## src/rtl/x_parity_chk32_pkg.sv

```systemverilog
// Shared constants and helpers for the 32-bit parity checker.
// Used by the checker RTL and by generator-side models.
package x_parity_pkg;

    localparam int DATA_W = 32;
    localparam int BYTES  = 4;

    // XOR reduction of one byte; the checker folds four of these into word parity.
    function automatic logic byte_par(input logic [7:0] b);
        return ^b;
    endfunction

endpackage

```

## src/rtl/x_parity_chk32_if.sv

```systemverilog
// Stream interface of x_parity_chk32: upstream word+parity, downstream
// word+error flag, plus error-status and clear signals.
// slave = checker view, master = producer/consumer (bench or system) view.
interface x_parity_chk32_if #(
    parameter int CNT_W = 8
);
    import x_parity_pkg::*;

    logic              i_valid;
    logic              i_ready;
    logic [DATA_W-1:0] i_data;
    logic              i_par;

    logic              o_valid;
    logic              o_ready;
    logic [DATA_W-1:0] o_data;
    logic              o_err;

    logic              err_sticky;
    logic [CNT_W-1:0]  err_cnt;
    logic              clr_err;

    modport slave (
        input  i_valid, i_data, i_par, o_ready, clr_err,
        output i_ready, o_valid, o_data, o_err, err_sticky, err_cnt
    );

    modport master (
        output i_valid, i_data, i_par, o_ready, clr_err,
        input  i_ready, o_valid, o_data, o_err, err_sticky, err_cnt
    );

endinterface

```

## src/rtl/x_parity_chk32_err_counter.sv

```systemverilog
// Saturating bad-word counter with sticky flag.
// A clear in the same cycle as a new error leaves one error recorded.
module x_err_counter #(
    parameter int CNT_W = 8
) (
    input  logic             clk,
    input  logic             rst_n,
    input  logic             inc,
    input  logic             clr,
    output logic [CNT_W-1:0] cnt,
    output logic             sticky
);

    localparam logic [CNT_W-1:0] CNT_MAX = '1;

    // Clear restarts the count; a simultaneous error is counted after the clear.
    always_ff @(posedge clk or negedge rst_n) begin
        if (!rst_n) begin
            cnt    <= '0;
            sticky <= 1'b0;
        end else if (clr) begin
            cnt    <= inc ? CNT_W'(1) : '0;
            sticky <= inc;
        end else if (inc) begin
            sticky <= 1'b1;
            if (cnt != CNT_MAX) begin
                cnt <= cnt + 1'b1;
            end
        end
    end

endmodule

```

## src/rtl/x_parity_chk32.sv

```systemverilog
// x_parity_chk32: two-stage receive-side parity checker for 32-bit words.
// Stage 1 captures the word, its parity bit and four byte partials; stage 2
// is the output register holding the word and its error flag.
// Optional macro X_PARCHK_DROP_EN: bad words are counted but not presented
// (O_VALID stays low, O_ERR tied 0). Undefined: bad words are forwarded
// with O_ERR=1.
module x_parity_chk32
    import x_parity_pkg::*;
#(
    parameter bit PARITY_ODD = 1'b0,
    parameter int CNT_W      = 8
) (
    input logic             clk,
    input logic             rst_n,
    x_parity_chk32_if.slave bus
);

    // Stage 1 state.
    logic              s1_v;
    logic [DATA_W-1:0] s1_data;
    logic              s1_par;
    logic [BYTES-1:0]  s1_part;

    // Stage 2 (output) state.
    logic              o_valid_reg;
    logic [DATA_W-1:0] o_data_reg;

    // Byte partials computed on the incoming word.
    logic [BYTES-1:0]  part_in;

    logic in_xfer;
    logic s2_free;
    logic s1_adv;
    logic s1_bad;
    logic load_bad;

    for (genvar gi = 0; gi < BYTES; gi++) begin : g_part
        assign part_in[gi] = byte_par(bus.i_data[8*gi +: 8]);
    end

    // Output slot can take a word when empty or being accepted this edge.
    assign s2_free  = !o_valid_reg || bus.o_ready;
    assign s1_adv   = s1_v && s2_free;
    assign s1_bad   = (^s1_part) ^ s1_par ^ PARITY_ODD;
    assign load_bad = s1_adv && s1_bad;

    // No skid buffer: ready follows the output handshake combinationally.
    assign bus.i_ready = !s1_v || s2_free;
    assign in_xfer     = bus.i_valid && bus.i_ready;

    // Stage 1: capture on input transfer, empty when advancing with no new word.
    always_ff @(posedge clk or negedge rst_n) begin
        if (!rst_n) begin
            s1_v    <= 1'b0;
            s1_data <= '0;
            s1_par  <= 1'b0;
            s1_part <= '0;
        end else if (in_xfer) begin
            s1_v    <= 1'b1;
            s1_data <= bus.i_data;
            s1_par  <= bus.i_par;
            s1_part <= part_in;
        end else if (s1_adv) begin
            s1_v    <= 1'b0;
        end
    end

`ifdef X_PARCHK_DROP_EN

    // Stage 2: only good words are presented; a bad word frees its slot at once.
    always_ff @(posedge clk or negedge rst_n) begin
        if (!rst_n) begin
            o_valid_reg <= 1'b0;
            o_data_reg  <= '0;
        end else if (s1_adv) begin
            o_valid_reg <= !s1_bad;
            if (!s1_bad) begin
                o_data_reg <= s1_data;
            end
        end else if (bus.o_ready) begin
            o_valid_reg <= 1'b0;
        end
    end

    assign bus.o_err = 1'b0;

`else

    logic o_err_reg;

    // Stage 2: every word is presented along with its parity verdict.
    always_ff @(posedge clk or negedge rst_n) begin
        if (!rst_n) begin
            o_valid_reg <= 1'b0;
            o_data_reg  <= '0;
            o_err_reg   <= 1'b0;
        end else if (s1_adv) begin
            o_valid_reg <= 1'b1;
            o_data_reg  <= s1_data;
            o_err_reg   <= s1_bad;
        end else if (bus.o_ready) begin
            o_valid_reg <= 1'b0;
        end
    end

    assign bus.o_err = o_err_reg;

`endif

    assign bus.o_valid = o_valid_reg;
    assign bus.o_data  = o_data_reg;

    // Errors are accounted when a bad word enters stage 2, so each counts once.
    x_err_counter #(
        .CNT_W (CNT_W)
    ) u_err (
        .clk    (clk),
        .rst_n  (rst_n),
        .inc    (load_bad),
        .clr    (bus.clr_err),
        .cnt    (bus.err_cnt),
        .sticky (bus.err_sticky)
    );

endmodule

```

## src/flat_wrapper.sv

```systemverilog
// flat-port wrapper written by rule: the top's interface ports become plain ports
module x_parity_chk32_flat import x_parity_pkg::*;
#(
    parameter bit PARITY_ODD = 1'b0,
    parameter int CNT_W      = 8
)
  (clk, rst_n, bus_i_valid, bus_i_data, bus_i_par, bus_o_ready, bus_clr_err, bus_i_ready, bus_o_valid, bus_o_data, bus_o_err, bus_err_sticky, bus_err_cnt);
  x_parity_chk32_if #(.CNT_W(CNT_W)) bus_i ();
  input logic clk;
  input logic rst_n;
  input wire logic [$bits(bus_i.i_valid)-1:0] bus_i_valid;
  input wire logic [$bits(bus_i.i_data)-1:0] bus_i_data;
  input wire logic [$bits(bus_i.i_par)-1:0] bus_i_par;
  input wire logic [$bits(bus_i.o_ready)-1:0] bus_o_ready;
  input wire logic [$bits(bus_i.clr_err)-1:0] bus_clr_err;
  output wire logic [$bits(bus_i.i_ready)-1:0] bus_i_ready;
  output wire logic [$bits(bus_i.o_valid)-1:0] bus_o_valid;
  output wire logic [$bits(bus_i.o_data)-1:0] bus_o_data;
  output wire logic [$bits(bus_i.o_err)-1:0] bus_o_err;
  output wire logic [$bits(bus_i.err_sticky)-1:0] bus_err_sticky;
  output wire logic [$bits(bus_i.err_cnt)-1:0] bus_err_cnt;
  assign bus_i.i_valid = bus_i_valid;
  assign bus_i.i_data = bus_i_data;
  assign bus_i.i_par = bus_i_par;
  assign bus_i.o_ready = bus_o_ready;
  assign bus_i.clr_err = bus_clr_err;
  assign bus_i_ready = bus_i.i_ready;
  assign bus_o_valid = bus_i.o_valid;
  assign bus_o_data = bus_i.o_data;
  assign bus_o_err = bus_i.o_err;
  assign bus_err_sticky = bus_i.err_sticky;
  assign bus_err_cnt = bus_i.err_cnt;
  x_parity_chk32 #(.PARITY_ODD(PARITY_ODD), .CNT_W(CNT_W)) u_core (.clk(clk), .rst_n(rst_n), .bus(bus_i));
endmodule
```

## config.mk

```make
export PLATFORM = sky130hd
export DESIGN_NAME = x_parity_chk32_flat
export DESIGN_NICKNAME = d
export VERILOG_FILES = /design/src/rtl/x_parity_chk32_pkg.sv /design/src/rtl/x_parity_chk32_if.sv /design/src/rtl/x_parity_chk32_err_counter.sv /design/src/rtl/x_parity_chk32.sv /design/src/flat_wrapper.sv
export SDC_FILE = /design/constraint.sdc
export NUM_CORES = 1
export LEC_CHECK = 0
export CAP_MARGIN = 20
export CELL_PAD_IN_SITES_DETAIL_PLACEMENT = 1
export CELL_PAD_IN_SITES_GLOBAL_PLACEMENT = 2
export CORE_MARGIN = 2
export CORE_UTILIZATION = 36
export CTS_CLUSTER_DIAMETER = 60
export DETAILED_ROUTE_END_ITERATION = 8
export PLACE_DENSITY = 0.89
export SETUP_SLACK_MARGIN = 0.5
export SYNTH_ARGS = -nofsm -noshare
export SYNTH_HDL_FRONTEND = slang
export SYNTH_HIERARCHICAL = 1
export SYNTH_SLANG_ARGS = --single-unit
```

## constraint.sdc

```tcl
create_clock -name clk -period 4.14 [get_ports clk]
set_input_delay 0.414 -clock clk [delete_from_list [all_inputs] [get_ports clk]]
set_output_delay 0.414 -clock clk [all_outputs]
set_load 0.005 [all_outputs]
```

==> results by group <==
Worst setup path
  – Crit. End Element: flip-flop
  – Worst Path Arrival: 2240 ps
  – Worst-case reg-to-reg path depth: 7
  – Worst Setup Path Type: primary input to flip-flop
  – Slowest cell on the critical path: nand2_2
  – CP startpoint kind: primary input
  – Slowest stage delay, CP: 720 ps
  – WP depth: 4
  – Critical Path RT: 4370 ps
  – WP buf/inv: 1
  – Top delay family on crit path: simple AND/OR/NAND/NOR gates
  – Max FO, Critical Path: 41
  – Worst-path cell chain: clkdlybuf4s50_1 > nand3b_2 > nand2_2 > mux2_2

Clock tree
  – Cts bufs inserted: 9
  – Clock tree buffer depth: 2
  – CTS tree: built
  – Resize count post-CTS: 0
  – Clk_lat worst skew: 350 ps
  – Worst-path clk slew: 80 ps
  – Clk sink count: about 80
  – H-Tree Depth: 3
  – Root Driver: clkbuf_8

Layout
  – # nets final: about 370
  – Layout cells sized above 1: 26.27%
  – Final cell count without fillers: 464
  – Antenna Cells: 0
  – Area growth syn-to-layout: 31.77%

Global routing
  – First-pass GRT wire length: 12030 um
  – Number of global-route vias before repair: 2480
  – Largest net degree at the start of global routing: 82
  – GRT Overall Usage: 15.08%
  – Initial antenna violation count: 0
  – GRT overflow: 0

Floorplan
  – Starting Density: 37.41%
  – Die X-Extent: 102.5 um
  – DIE HEIGHT: 102.5 um
  – Site row count: 35
  – Io pins: 82
  – Placeable Area: 9328 sq um
  – Die ar.: roughly 10000 sq um

Synth
  – Compound-Gate Fraction of Synth Area: 3.657%
  – Syn Nets: between 200 and 300
  – Synth Area in Adders: less than 1%
  – Simple-gate portion of the synthesized area: under 10%
  – Post-synth EDFFs: 0
  – Fraction of registers with async set or reset after synthesis: 100.0%
  – Post-synthesis xor/xnor area fraction: 8.175%
  – Register bit count reported by yosys: 81
  – Largest family of logic cells by synthesized area: multiplexers
  – Mean area per synthesized cell: 14.36 sq um
  – Post-synthesis sequential area ratio: 58.09%
  – Synthesis Warnings: 6
  – Synth Instances: 243
  – Mux cell area share after synthesis: between 20% and 30%
  – Ys flop type: dfrtp_1
  – Area of the mapped netlist: 3490 sq um
  – Post-synth cell types: 33

Timing
  – RSZ-0062 raised after global routing: no
  – F_max: just under 500 MHz
  – Fin crit share: approximately half
  – Relative slew slack: a little over a third
  – Tmin final: roughly 2000 ps
  – Pins Over Slew Limit: 0
  – Clk_skew: 14.37 ps
  – Worst slew pin tran: 963.5 ps
  – Final Hold Viols: 0
  – Final TNS setup: 0 ps
  – Final setup viols: 0

Min path
  – Hold Crit Class: flip-flop to flip-flop
  – Hold path depth: 1

Drt
  – Final ANT Viol Nets: 0
  – DRC Markers: 0
  – Iteration-0 DRC Markers: 44
  – WL final: 7271 um
  – Vias per inst: 4.784
  – TritonRoute pass-1 iters: 4
  – Wirelength per Cell: around 16 um
  – Vias: 2220

Power and ir drop
  – Leak Pwr: 0.001856 uW
  – VDD IR-drop max: 0.2031 mV
  – Power Density: 481.0 nW/um^2

Flow run
  – Maxcap violations: 0

Placement
  – Detail Placement HPWL: a little under 5000 um
  – RD Place Congestion: between 0.7 and 0.8
  – Buffers on Ports: 81
  – DP Cell Count: between 400 and 500

Run status
  – Outcome: finished clean
timing repair:
| action | 4_1_cts | 5_1_grt |
|---|---|---|
| buffers inserted | 0 | 0 |
| hold endpoints to repair | 0 | 22 |
| hold buffers | 0 | 1 |
layout make-up:
cell class / instances / area [sq um]
Multi-Input combinational cell: 150 / 1356
Inverter: 3 / 11.26
Tap cell: 129 / 161.4
Clock inverter: 6 / 43.79
Timing Repair Buffer: 85 / 860.8
Fill cell: 976 / 4730
Sequential cell: 81 / 2027
Clock buffer: 10 / 137.6
final timing paths:
kind / start / end / slack [ps]
worst max-delay path: bus_o_ready / u_core/s1_data[19] / 2130
worst min-delay path: u_core/u_err/sticky / u_core/u_err/sticky / 480
worst max register to register: u_core/s1_part[1] / u_core/u_err/cnt[5] / 2140
worst min register to register: u_core/u_err/sticky / u_core/u_err/sticky / 480
max in group asynchronous: rst_n / u_core/bus.o_data[22] / 3040
min in group asynchronous: rst_n / u_core/bus.o_data[8] / 500
report_power, final:
part           total (uW)  leakage (uW)  switching, uW  internal [uW]
sequential           1050      0.000965           97.4            953
combinational         629      0.000799            222            407
clock                 532     0.0000922            297            235
total                2210       0.00186            616           1600
routing by layer:
| layer | up-vias | share of wire [%] | track usage, % |
|---|---|---|---|
| met5 | - | 0 | 0 |
| met4 | 0 | 1.3 | 6.154 |
| met3 | 9 | 3.8 | 3.283 |
| met2 | 52 | 52 | 26.09 |
| met1 | 1134 | 43 | 18.21 |
| li1 | 1025 | - | - |
logic make-up (layout without fill, tap and decap cells):
kind of cell | after synthesis | in the layout
multiplexers | 67 | 67
flip-flops | 81 | 81
buffers and inverters | 12 | 104
adder cells (fa/ha/maj) | 1 | 1
AO/OA/AOI/OAI | 18 | 18
XOR/XNOR | 31 | 31
AND/OR/NAND/NOR | 33 | 33
per-stage QoR:
| stage | setup WS (ps) | power [uW] | hold WS [ps] | util [%] | cell area [sq um] |
|---|---|---|---|---|---|
| after global placement | 1837 | 1674 | 461.9 | 46.95 | 4379 |
| after CTS | 2120 | 2251 | 265.7 | 48.89 | 4561 |
| final | 2129 | 2212 | 480.7 | 49.30 | 4598 |
| after detailed placement | 1742 | 1707 | 467.7 | 46.95 | 4379 |
| after global routing | 2011 | 2358 | 518.2 | 49.30 | 4598 |
| after floorplan | 2370 | 1365 | 118.4 | - | 3490 |
worst reg2reg max path: cells and delay by family, from the launching register on:
family	cells	cell delay, ps
xor gates and xnor gates	2	530
DFF	1	360
muxes	1	360
AOI/OAI and AO/OA	1	260
and+or+nand+nor	2	200
buffers and inverters	1	200
layout by cell type (no fill, tap or decap), drive strengths merged, types with 2 or more instances in the layout:
cell type / Yosys / layout
nor3: 4 / 4
o21ai: 4 / 4
a21oi: 3 / 3
mux2: 66 / 66
a21o: 2 / 2
nand2b: 3 / 3
nand2: 12 / 12
nor2: 2 / 2
xnor2: 30 / 30
inv: 3 / 3
a211oi: 3 / 3
nand4: 4 / 4
clkbuf: 0 / 10
clkdlybuf4s50: 0 / 80
buf: 9 / 4
clkinv: 0 / 5
dfrtp: 81 / 81
nand3: 3 / 3
synth_stat cells (all sizes together), types with 2 or more instances:
cell | count | area share, %
dfrtp | 81 | 58
mux2 | 66 | 21
xnor2 | 30 | 7.5
nand2 | 12 | 1.4
buf | 9 | 2.7
nand4 | 4 | 0.72
nor3 | 4 | 0.57
o21ai | 4 | 0.57
a211oi | 3 | 0.79
a21oi | 3 | 0.43
inv | 3 | 0.32
nand2b | 3 | 0.54
nand3 | 3 | 0.43
a21o | 2 | 0.43
nor2 | 2 | 0.22
Power figures use the tool's default switching activity.
